==> config.mk <==
export PLATFORM = sky130hd
export DESIGN_NAME = sar_search_ctrl_flat
export DESIGN_NICKNAME = d
export VERILOG_FILES = /design/src/rtl/sar_search_ctrl_if.sv /design/src/rtl/sar_search_ctrl.sv /design/src/flat_wrapper.sv
export SDC_FILE = /design/constraint.sdc
export NUM_CORES = 1
export LEC_CHECK = 0
export ABC_AREA = 1
export CORE_ASPECT_RATIO = 0.8
export CORE_MARGIN = 1
export CORE_UTILIZATION = 25
export DETAILED_ROUTE_END_ITERATION = 8
export GPL_ROUTABILITY_DRIVEN = 0
export SLEW_MARGIN = 25
export SYNTH_ARGS = -nofsm -noshare
export SYNTH_HDL_FRONTEND = slang
export SYNTH_SLANG_ARGS = --single-unit
==> constraint.sdc <==
create_clock -name clk -period 3.15 [get_ports clk]
set_input_delay 0.63 -clock clk [delete_from_list [all_inputs] [get_ports clk]]
set_output_delay 0.63 -clock clk [all_outputs]
set_load 0.02 [all_outputs]
==> src/rtl/sar_search_ctrl_if.sv <==
// ---------------------------------------------------------------------------
// sar_search_ctrl_if
//   Bundles the control and comparator signals of the successive-approximation
//   search controller.
//
//   Signals:
//     start  - request a new search (sampled by the controller only in IDLE)
//     lt     - comparator flag: trial <  target
//     eq     - comparator flag: trial == target
//     gt     - comparator flag: trial >  target
//     trial  - registered operand presented to the comparator
//     busy   - high while the controller is searching
//     done   - one-cycle completion pulse
//     result - final value, held until the next accepted start
//     found  - equality was seen during the search (held like result)
//     err    - invalid flag combination aborted the search (held like result)
//
//   Modports:
//     master - the side that requests searches and supplies comparator flags
//     slave  - the search controller itself
// ---------------------------------------------------------------------------
interface sar_search_ctrl_if #(
  parameter int WIDTH = 8
);
  logic             start;
  logic             lt;
  logic             eq;
  logic             gt;
  logic [WIDTH-1:0] trial;
  logic             busy;
  logic             done;
  logic [WIDTH-1:0] result;
  logic             found;
  logic             err;

  modport master (
    output start, lt, eq, gt,
    input  trial, busy, done, result, found, err
  );

  modport slave (
    input  start, lt, eq, gt,
    output trial, busy, done, result, found, err
  );
endinterface

==> src/rtl/sar_search_ctrl.sv <==
// ---------------------------------------------------------------------------
// sar_search_ctrl
//   Successive-approximation search controller. Presents trial operands to an
//   external combinational magnitude comparator, MSB first, and uses the
//   returned lt/eq/gt flags to converge on the largest value <= target.
//
//   Ports:
//     clk  - system clock, rising edge
//     rst  - asynchronous active-high reset; forces IDLE with all outputs 0
//     bus  - sar_search_ctrl_if.slave (start, lt/eq/gt in;
//            trial, busy, done, result, found, err out)
//
//   Build option:
//     SAR_EARLY_EXIT_EN - when defined, an eq flag ends the search at once
//                         with result = current trial. When undefined, eq
//                         only sets found and otherwise acts like lt, so every
//                         search takes exactly WIDTH SEARCH cycles.
// ---------------------------------------------------------------------------
module sar_search_ctrl #(
  parameter int WIDTH = 8
) (
  input  logic              clk,
  input  logic              rst,
  sar_search_ctrl_if.slave  bus
);

  localparam int KW = $clog2(WIDTH);

  localparam logic [1:0] ST_IDLE   = 2'd0;
  localparam logic [1:0] ST_SEARCH = 2'd1;
  localparam logic [1:0] ST_DONE   = 2'd2;

  localparam logic [WIDTH-1:0] MSB_ONLY = {1'b1, {(WIDTH-1){1'b0}}};

  logic [1:0]       state_q,  state_d;
  logic [WIDTH-1:0] trial_q,  trial_d;
  logic [KW-1:0]    k_q,      k_d;
  logic [WIDTH-1:0] result_q, result_d;
  logic             found_q,  found_d;
  logic             err_q,    err_d;

  logic             flags_onehot;
  logic [WIDTH-1:0] trial_dec;

  // Exactly one of the three comparator flags must be asserted.
  assign flags_onehot = ( bus.lt & ~bus.eq & ~bus.gt) |
                        (~bus.lt &  bus.eq & ~bus.gt) |
                        (~bus.lt & ~bus.eq &  bus.gt);

  // Trial value after the decision on bit k: gt clears it, lt/eq keep it.
  always_comb begin
    trial_dec = trial_q;
    if (bus.gt) begin
      trial_dec[k_q] = 1'b0;
    end
  end

  always_comb begin
    state_d  = state_q;
    trial_d  = trial_q;
    k_d      = k_q;
    result_d = result_q;
    found_d  = found_q;
    err_d    = err_q;

    case (state_q)
      ST_IDLE: begin
        if (bus.start) begin
          trial_d  = MSB_ONLY;
          k_d      = KW'(WIDTH - 1);
          result_d = '0;
          found_d  = 1'b0;
          err_d    = 1'b0;
          state_d  = ST_SEARCH;
        end
      end

      ST_SEARCH: begin
        if (!flags_onehot) begin
          // Abort with the operand that provoked the bad flags.
          err_d    = 1'b1;
          result_d = trial_q;
          state_d  = ST_DONE;
        end else begin
          if (bus.eq) begin
            found_d = 1'b1;
          end
`ifdef SAR_EARLY_EXIT_EN
          if (bus.eq) begin
            result_d = trial_q;
            state_d  = ST_DONE;
          end else if (k_q == '0) begin
            trial_d  = trial_dec;
            result_d = trial_dec;
            state_d  = ST_DONE;
          end else begin
            trial_d                 = trial_dec;
            trial_d[k_q - KW'(1)]   = 1'b1;
            k_d                     = k_q - KW'(1);
          end
`else
          if (k_q == '0) begin
            trial_d  = trial_dec;
            result_d = trial_dec;
            state_d  = ST_DONE;
          end else begin
            trial_d                 = trial_dec;
            trial_d[k_q - KW'(1)]   = 1'b1;
            k_d                     = k_q - KW'(1);
          end
`endif
        end
      end

      ST_DONE: begin
        // trial is cleared so IDLE never presents a stale operand.
        trial_d = '0;
        k_d     = '0;
        state_d = ST_IDLE;
      end

      default: begin
        trial_d = '0;
        k_d     = '0;
        state_d = ST_IDLE;
      end
    endcase
  end

  always_ff @(posedge clk or posedge rst) begin
    if (rst) begin
      state_q  <= ST_IDLE;
      trial_q  <= '0;
      k_q      <= '0;
      result_q <= '0;
      found_q  <= 1'b0;
      err_q    <= 1'b0;
    end else begin
      state_q  <= state_d;
      trial_q  <= trial_d;
      k_q      <= k_d;
      result_q <= result_d;
      found_q  <= found_d;
      err_q    <= err_d;
    end
  end

  assign bus.trial  = trial_q;
  assign bus.busy   = (state_q == ST_SEARCH);
  assign bus.done   = (state_q == ST_DONE);
  assign bus.result = result_q;
  assign bus.found  = found_q;
  assign bus.err    = err_q;

endmodule

==> src/flat_wrapper.sv <==
// flat-port wrapper written by rule: the top's interface ports become plain ports
module sar_search_ctrl_flat 
#(
  parameter int WIDTH = 8
)
  (clk, rst, bus_start, bus_lt, bus_eq, bus_gt, bus_trial, bus_busy, bus_done, bus_result, bus_found, bus_err);
  sar_search_ctrl_if #(.WIDTH(WIDTH)) bus_i ();
  input  logic clk;
  input  logic rst;
  input wire logic [$bits(bus_i.start)-1:0] bus_start;
  input wire logic [$bits(bus_i.lt)-1:0] bus_lt;
  input wire logic [$bits(bus_i.eq)-1:0] bus_eq;
  input wire logic [$bits(bus_i.gt)-1:0] bus_gt;
  output wire logic [$bits(bus_i.trial)-1:0] bus_trial;
  output wire logic [$bits(bus_i.busy)-1:0] bus_busy;
  output wire logic [$bits(bus_i.done)-1:0] bus_done;
  output wire logic [$bits(bus_i.result)-1:0] bus_result;
  output wire logic [$bits(bus_i.found)-1:0] bus_found;
  output wire logic [$bits(bus_i.err)-1:0] bus_err;
  assign bus_i.start = bus_start;
  assign bus_i.lt = bus_lt;
  assign bus_i.eq = bus_eq;
  assign bus_i.gt = bus_gt;
  assign bus_trial = bus_i.trial;
  assign bus_busy = bus_i.busy;
  assign bus_done = bus_i.done;
  assign bus_result = bus_i.result;
  assign bus_found = bus_i.found;
  assign bus_err = bus_i.err;
  sar_search_ctrl #(.WIDTH(WIDTH)) u_core (.clk(clk), .rst(rst), .bus(bus_i));
endmodule
==> flow_metrics.tcl, run 1 <==
set metrics [dict create \
    fp.dieW_um 86.7 \
    grt_use_total_pct 12.8 \
    num_antenna_cells 0 \
    final_cells 317 \
    clock_path_buffers 2 \
    initial_utilization_pct 26.1 \
    crit_path_start_kind "flip-flop" \
    grt_pass1_vias 1302 \
    vias 1394 \
    synth-seq-cells 23 \
    hold_viol 0 \
    drive_gt1_share_pct 12.1 \
    synthArstFlopShare_pct 100 \
    critPathArrivalTime_ns 2.04 \
    fp-row-count 24 \
    p_per_area_nw_per_um2 925 \
    synthTopCellsByArea "dfrtp_1, nand2_1, nand3_1" \
    avgSynthCellArea_um2 6.74 \
    min_period_over_period_pct 84.8 \
    max_freq_mhz 374 \
    grt_max_degree 24 \
    ir_drop_v 0.000228 \
    first_pass_iters 4 \
    grt_pass1_wl_um 6140 \
    slew_headroom_pct 43.4 \
    p_leak_nw 0.875 \
    crit_top_cell "inv_2" \
    dieArea_um2 6050 \
    crit_path_cell_trace "inv_2 > nand2_1 > inv_2 > clkdlybuf4s50_1" \
    end_kind "output pin" \
    skew_ns 0.0101 \
    hpwl_um 2680 \
    fin_tns_setup_ns 0 \
    die_height_um 69.8 \
    cts_max_level 1 \
    coreArea_um2 5500 \
    ys_seq_area_share_pct 40.1 \
    cts_root_buffer "clkbuf_8" \
    cts_buffers 3 \
    seqPwrFrac_pct 29.5 \
    ios 26 \
    wl_per_cell_um 11.0 \
    p_int_uw 837 \
    cts_tree "yes" \
    worst_ep_required_time_ns 2.52 \
    post_cts_resized 0 \
    clkTransAtPathRegs_ns 0.09 \
    netSwitchingFraction_pct 49.9 \
    worstSkewPairLatency_ns 0.27 \
    cap_violations 0 \
    drc 0 \
    crit_slowest_cell "clkdlybuf4s50_1" \
    placed_cells 313 \
    total_power_mw 1.67 \
    power_frac_clock_pct 11.5 \
    viasPerCell 4.40 \
    p_sw_uw 834 \
    grt_overflow 0 \
    syn_nets 221 \
    min_period_ns 2.67 \
    cts.sinks 23 \
    critical_path_peak_fanout 12 \
    synth-main-ff-cell "dfrtp_1" \
    antenna_found_initial 0 \
    rsz0062_at_grt "false" \
    tightest_slew_ns 0.844 \
    cts_setup_buffers 0 \
    yosys.area.top_type_share_pct 40.1 \
    ant_nets 0 \
    drt_iter0_markers 67 \
    port_buffers 25 \
    nets 248 \
    critPathMaxStageDelay_ns 0.63 \
    areaGrowthSynthToFinish_pct 25.8 \
    nFillCells 599 \
    hold_path.class "reg2reg" \
    combPwrFrac_pct 59.0 \
    hold_buffers 0 \
    ys_types 19 \
    postSynthCellCount 213 \
    finalWirelength_um 3490 \
    yosys.area.top_type "dfrtp_1" \
    outcome "finished, final reports clean" \
    yosys_warnings 0 \
    setup-violations-final 0 \
    crit_type "reg2out" \
    drv_slew 0 \
    syn-cell-area_um2 1440 \
    synth_edf_count 0 \
]
==> power by group through the flow <==
stage / clock [mW] / sequential (mW) / combinational (mW)
3_3_place_gp: 0 / 0.496 / 0.992
5_1_grt: 0.214 / 0.512 / 1.11
3_5_place_dp: 0 / 0.500 / 0.987
6_report: 0.193 / 0.493 / 0.985
2_1_floorplan: 0 / 0.571 / 0.599
4_1_cts: 0.196 / 0.494 / 0.991
==> worst max-delay path, delay by kind of cell (launching register included) <==
kind | cells | cell delay, ns
and+or+nand+nor | 1 | 0.33
buffers and inverters | 3 | 1.01
DFF | 1 | 0.43
==> layout by cell type, fill, tap and decap left out, drive strengths merged <==
cell / netlist / final
a21boi: 1 / 1
a21oi: 2 / 2
clkbuf: 0 / 3
clkdlybuf4s50: 0 / 25
clkinv: 7 / 9
dfrtp: 23 / 23
ha: 2 / 2
inv: 24 / 23
nand2: 88 / 88
nand3: 24 / 24
nand4: 2 / 2
nor2: 18 / 18
o21ai: 19 / 19
==> layout make-up <==
type / instances / area [um^2] / area share (%)
Clock buffer: 3 / 41.3 / 2.29
Clock inverter: 1 / 5.00 / 0.277
Inverter: 31 / 116 / 6.44
Timing Repair Buffer: 25 / 250 / 13.9
Tap cell: 78 / 97.6 / 5.41
Sequential cell: 23 / 576 / 31.9
Multi-Input combinational cell: 156 / 719 / 39.8
==> metrics by stage <==
stage / utilization (%) / hold WS (ns) / cell area [um^2] / worst slack (ns)
floorplan: - / 0.486 / 1440 / 1.71
global placement: 32.0 / 0.464 / 1760 / 0.831
detailed placement: 32.0 / 0.468 / 1760 / 0.774
CTS: 32.9 / 0.488 / 1810 / 0.463
global route: 32.9 / 0.513 / 1810 / 0.359
finish: 32.9 / 0.487 / 1810 / 0.479
==> flip-flops by register name, summed over array words and instances (netlist names) <==
name,count
u_core.bus.result,8
u_core.bus.trial,8
u_core.k_q,3
u_core.state_q,2
u_core.bus.err,1
u_core.bus.found,1
==> routing by layer <==
metal	up-vias	GRT usage, %	routed length [um]
li1	718	-	-
met1	627	19.1	1810
met2	43	18.2	1460
met3	6	2.62	168
met4	0	4.07	53
met5	-	0	0
==> kinds of logic after synthesis <==
group,synth area share [%]
buffers and inverters,9.76
and+or+nand+nor,39.8
AOI/OAI and AO/OA,8.63
adders and majority gates,1.74
DFF,40.1
==> cells in the mapped netlist (2+ instances only) <==
library cell,number
inv_2,9
dfrtp_1,23
nor2_1,12
a21oi_1,2
o21ai_0,4
nand3_1,23
nand2_2,8
nand4_1,2
ha_1,2
inv_1,15
nor2_2,6
nand2_1,80
o21ai_1,15
clkinv_1,7
==> final timing paths <==
kind	from	end	slack, ns	cells after the start
max in group asynchronous	rst	u_core.k_q[1]$_DFFE_PP0P_	2.01	2
worst max-delay path	u_core.state_q[1]$_DFFE_PP0P_	bus_busy	0.48	4
worst min-delay path	u_core.bus.found$_DFFE_PP0P_	u_core.bus.found$_DFFE_PP0P_	0.49	2
worst min register to register	u_core.bus.found$_DFFE_PP0P_	u_core.bus.found$_DFFE_PP0P_	0.49	2
min in group asynchronous	rst	u_core.bus.trial[4]$_DFFE_PP0P_	0.73	2
worst max register to register	u_core.state_q[1]$_DFFE_PP0P_	u_core.bus.result[0]$_DFFE_PP0P_	1.37	7
(Power assumes the default switching activity.)
==> run 2, diff against run 1 <==
clock period = 2.2 ns   (was 3.15 ns; I/O delays follow)
==> flow_metrics.tcl, run 2 (synthesis results as in run 1) <==
set metrics [dict create \
    holdPathEnd "u_core.bus.found$_DFFE_PP0P_" \
    antenna_found_initial 0 \
    worstHoldPathCells 2 \
    crit_type "reg2out" \
    grt_use_met3_pct 3.93 \
    hold_path.class "reg2reg" \
    pre_cts_slack_ns 0.214 \
    drive_gt1_share_pct 12.8 \
    fp-row-count 24 \
    critPathArrivalTime_ns 1.48 \
    crit_path_cell_trace "inv_2 > nor2_1 > clkdlybuf4s50_1" \
    post_cts_resized 0 \
    nFillCells 611 \
    cts_tree "yes" \
    max_freq_mhz 520 \
    cts_max_level 1 \
    grt_overflow 0 \
    die_height_um 69.8 \
    drc 0 \
    areaGrowthSynthToFinish_pct 27.5 \
    hpwl_um 2750 \
    cts_setup_buffers 0 \
    outcome "finished, final reports clean" \
    end_kind "output pin" \
    r2r_cells 8 \
    ant_nets 0 \
    clock_path_buffers 2 \
    cts.sinks 23 \
    skew_ns 0.00344 \
    grt_max_degree 24 \
    cts_buffers 3 \
    grt_pass1_vias 1340 \
    worst_ep_required_time_ns 1.76 \
    multi_input_area_um2 719 \
    tightest_slew_ns 0.313 \
    min_period_ns 1.92 \
    coreArea_um2 5500 \
    p_per_area_nw_per_um2 1320 \
    num_antenna_cells 0 \
    slew_headroom_pct 79.1 \
    port_buffers 25 \
    critical_path_peak_fanout 7 \
    viasPerCell 4.38 \
    reg2reg_slack_ns 0.59 \
    vias 1400 \
    drv_slew 0 \
    ir_drop_v 0.000453 \
    wl_per_cell_um 11.2 \
    drt_iter0_markers 155 \
    first_pass_iters 4 \
    min_period_over_period_pct 87.4 \
    worstSkewPairLatency_ns 0.27 \
    met2_usage_pct 19.9 \
    hold_buffers 0 \
    crit_slowest_cell "clkdlybuf4s50_1" \
    hold_viol 0 \
    layout_commonest_cell "nand2_1" \
    seq_area_um2 576 \
    use_met1_pct 17.7 \
    grt_pass1_wl_um 6110 \
    fin_tns_setup_ns 0 \
    hold_start "u_core.bus.found$_DFFE_PP0P_" \
    fin_ws_ns 0.277 \
    nets 251 \
    dieArea_um2 6050 \
    final_cells 320 \
    critPathMaxStageDelay_ns 0.60 \
    rsz0062_at_grt "false" \
    fp.dieW_um 86.7 \
    crit_path_start_kind "flip-flop" \
    clkTransAtPathRegs_ns 0.09 \
    whs_ns 0.474 \
    cts_root_buffer "clkbuf_8" \
    finalWirelength_um 3590 \
    timing.rr.end "u_core.bus.result[1]$_DFFE_PP0P_" \
    worstReg2RegStart "u_core.k_q[0]$_DFFE_PP0P_" \
    layout_common_cells "nand2_1, clkdlybuf4s50_1, nand3_1, dfrtp_1" \
    p_leak_nw 0.904 \
    placed_cells 316 \
    busiest_layer "met2" \
    ios 26 \
    initial_utilization_pct 26.1 \
    setup-violations-final 0 \
    grt_use_total_pct 12.8 \
    cap_violations 0 \
]
==> run 2: cell count changes in the layout (fill, tap and decap cells not counted) <==
cell / delta
buf_4: +3
clkbuf_1: +1
clkdlybuf4s50_1: -1
clkinv_1: -1
clkinv_2: -1
dlymetal6s2s_1: +1
inv_1: +1
==> run 2: stage by stage <==
stage	power (mW)	cell area, um^2	util, %
detailed placement	2.15	1780	32.4
global placement	2.14	1780	32.4
floorplan	1.68	1440	-
global route	2.64	1830	33.3
finish	2.41	1830	33.3
CTS	2.43	1830	33.2
==> run 2: worst max-delay path by stage <==
stage	start	endpoint	depth (start not counted)
6_report	u_core.state_q[1]$_DFFE_PP0P_	bus_done	3
5_1_grt	u_core.state_q[1]$_DFFE_PP0P_	bus_done	3
4_1_cts	u_core.state_q[1]$_DFFE_PP0P_	bus_busy	4
3_5_place_dp	bus_eq	u_core.bus.result[1]$_DFFE_PP0P_	8
3_3_place_gp	bus_eq	u_core.bus.result[0]$_DFFE_PP0P_	8
2_1_floorplan	u_core.k_q[0]$_DFFE_PP0P_	u_core.bus.result[0]$_DFFE_PP0P_	8
==> run 2: final cells by class <==
cell class,count,area share [%]
clock buffers,4,2.46
inverters,31,6.36
multi-input cells,156,39.3
flip-flops and latches,23,31.5
well taps,78,5.34
repair buffers,28,15.0
==> run 2: worst max-delay path, delay by kind of cell (launching register included) <==
| family | cells | cell delay, ns |
|---|---|---|
| buf+inv | 2 | 0.70 |
| simple gates | 1 | 0.10 |
| flops | 1 | 0.41 |
==> run 2: where the power goes <==
part | switching (mW) | total (mW) | internal [mW] | leakage [nW]
Combinational | 0.917 | 1.43 | 0.512 | 0.578
Clock | 0.144 | 0.274 | 0.130 | 0.0228
Sequential | 0.136 | 0.708 | 0.573 | 0.302
==> run 2: metal layers <==
| metal | share of wire [%] | vias to the layer above |
|---|---|---|
| met4 | 0.86 | 0 |
| met2 | 42 | 40 |
| li1 | - | 720 |
| met3 | 5.6 | 4 |
| met5 | 0 | - |
| met1 | 51 | 636 |
==> run 3, diff against run 2 <==
TNS_END_PERCENT = 20   (was unset)
==> results of run 3 <==
Same layout as run 2: the final DEF is identical, and so are final timing and power.
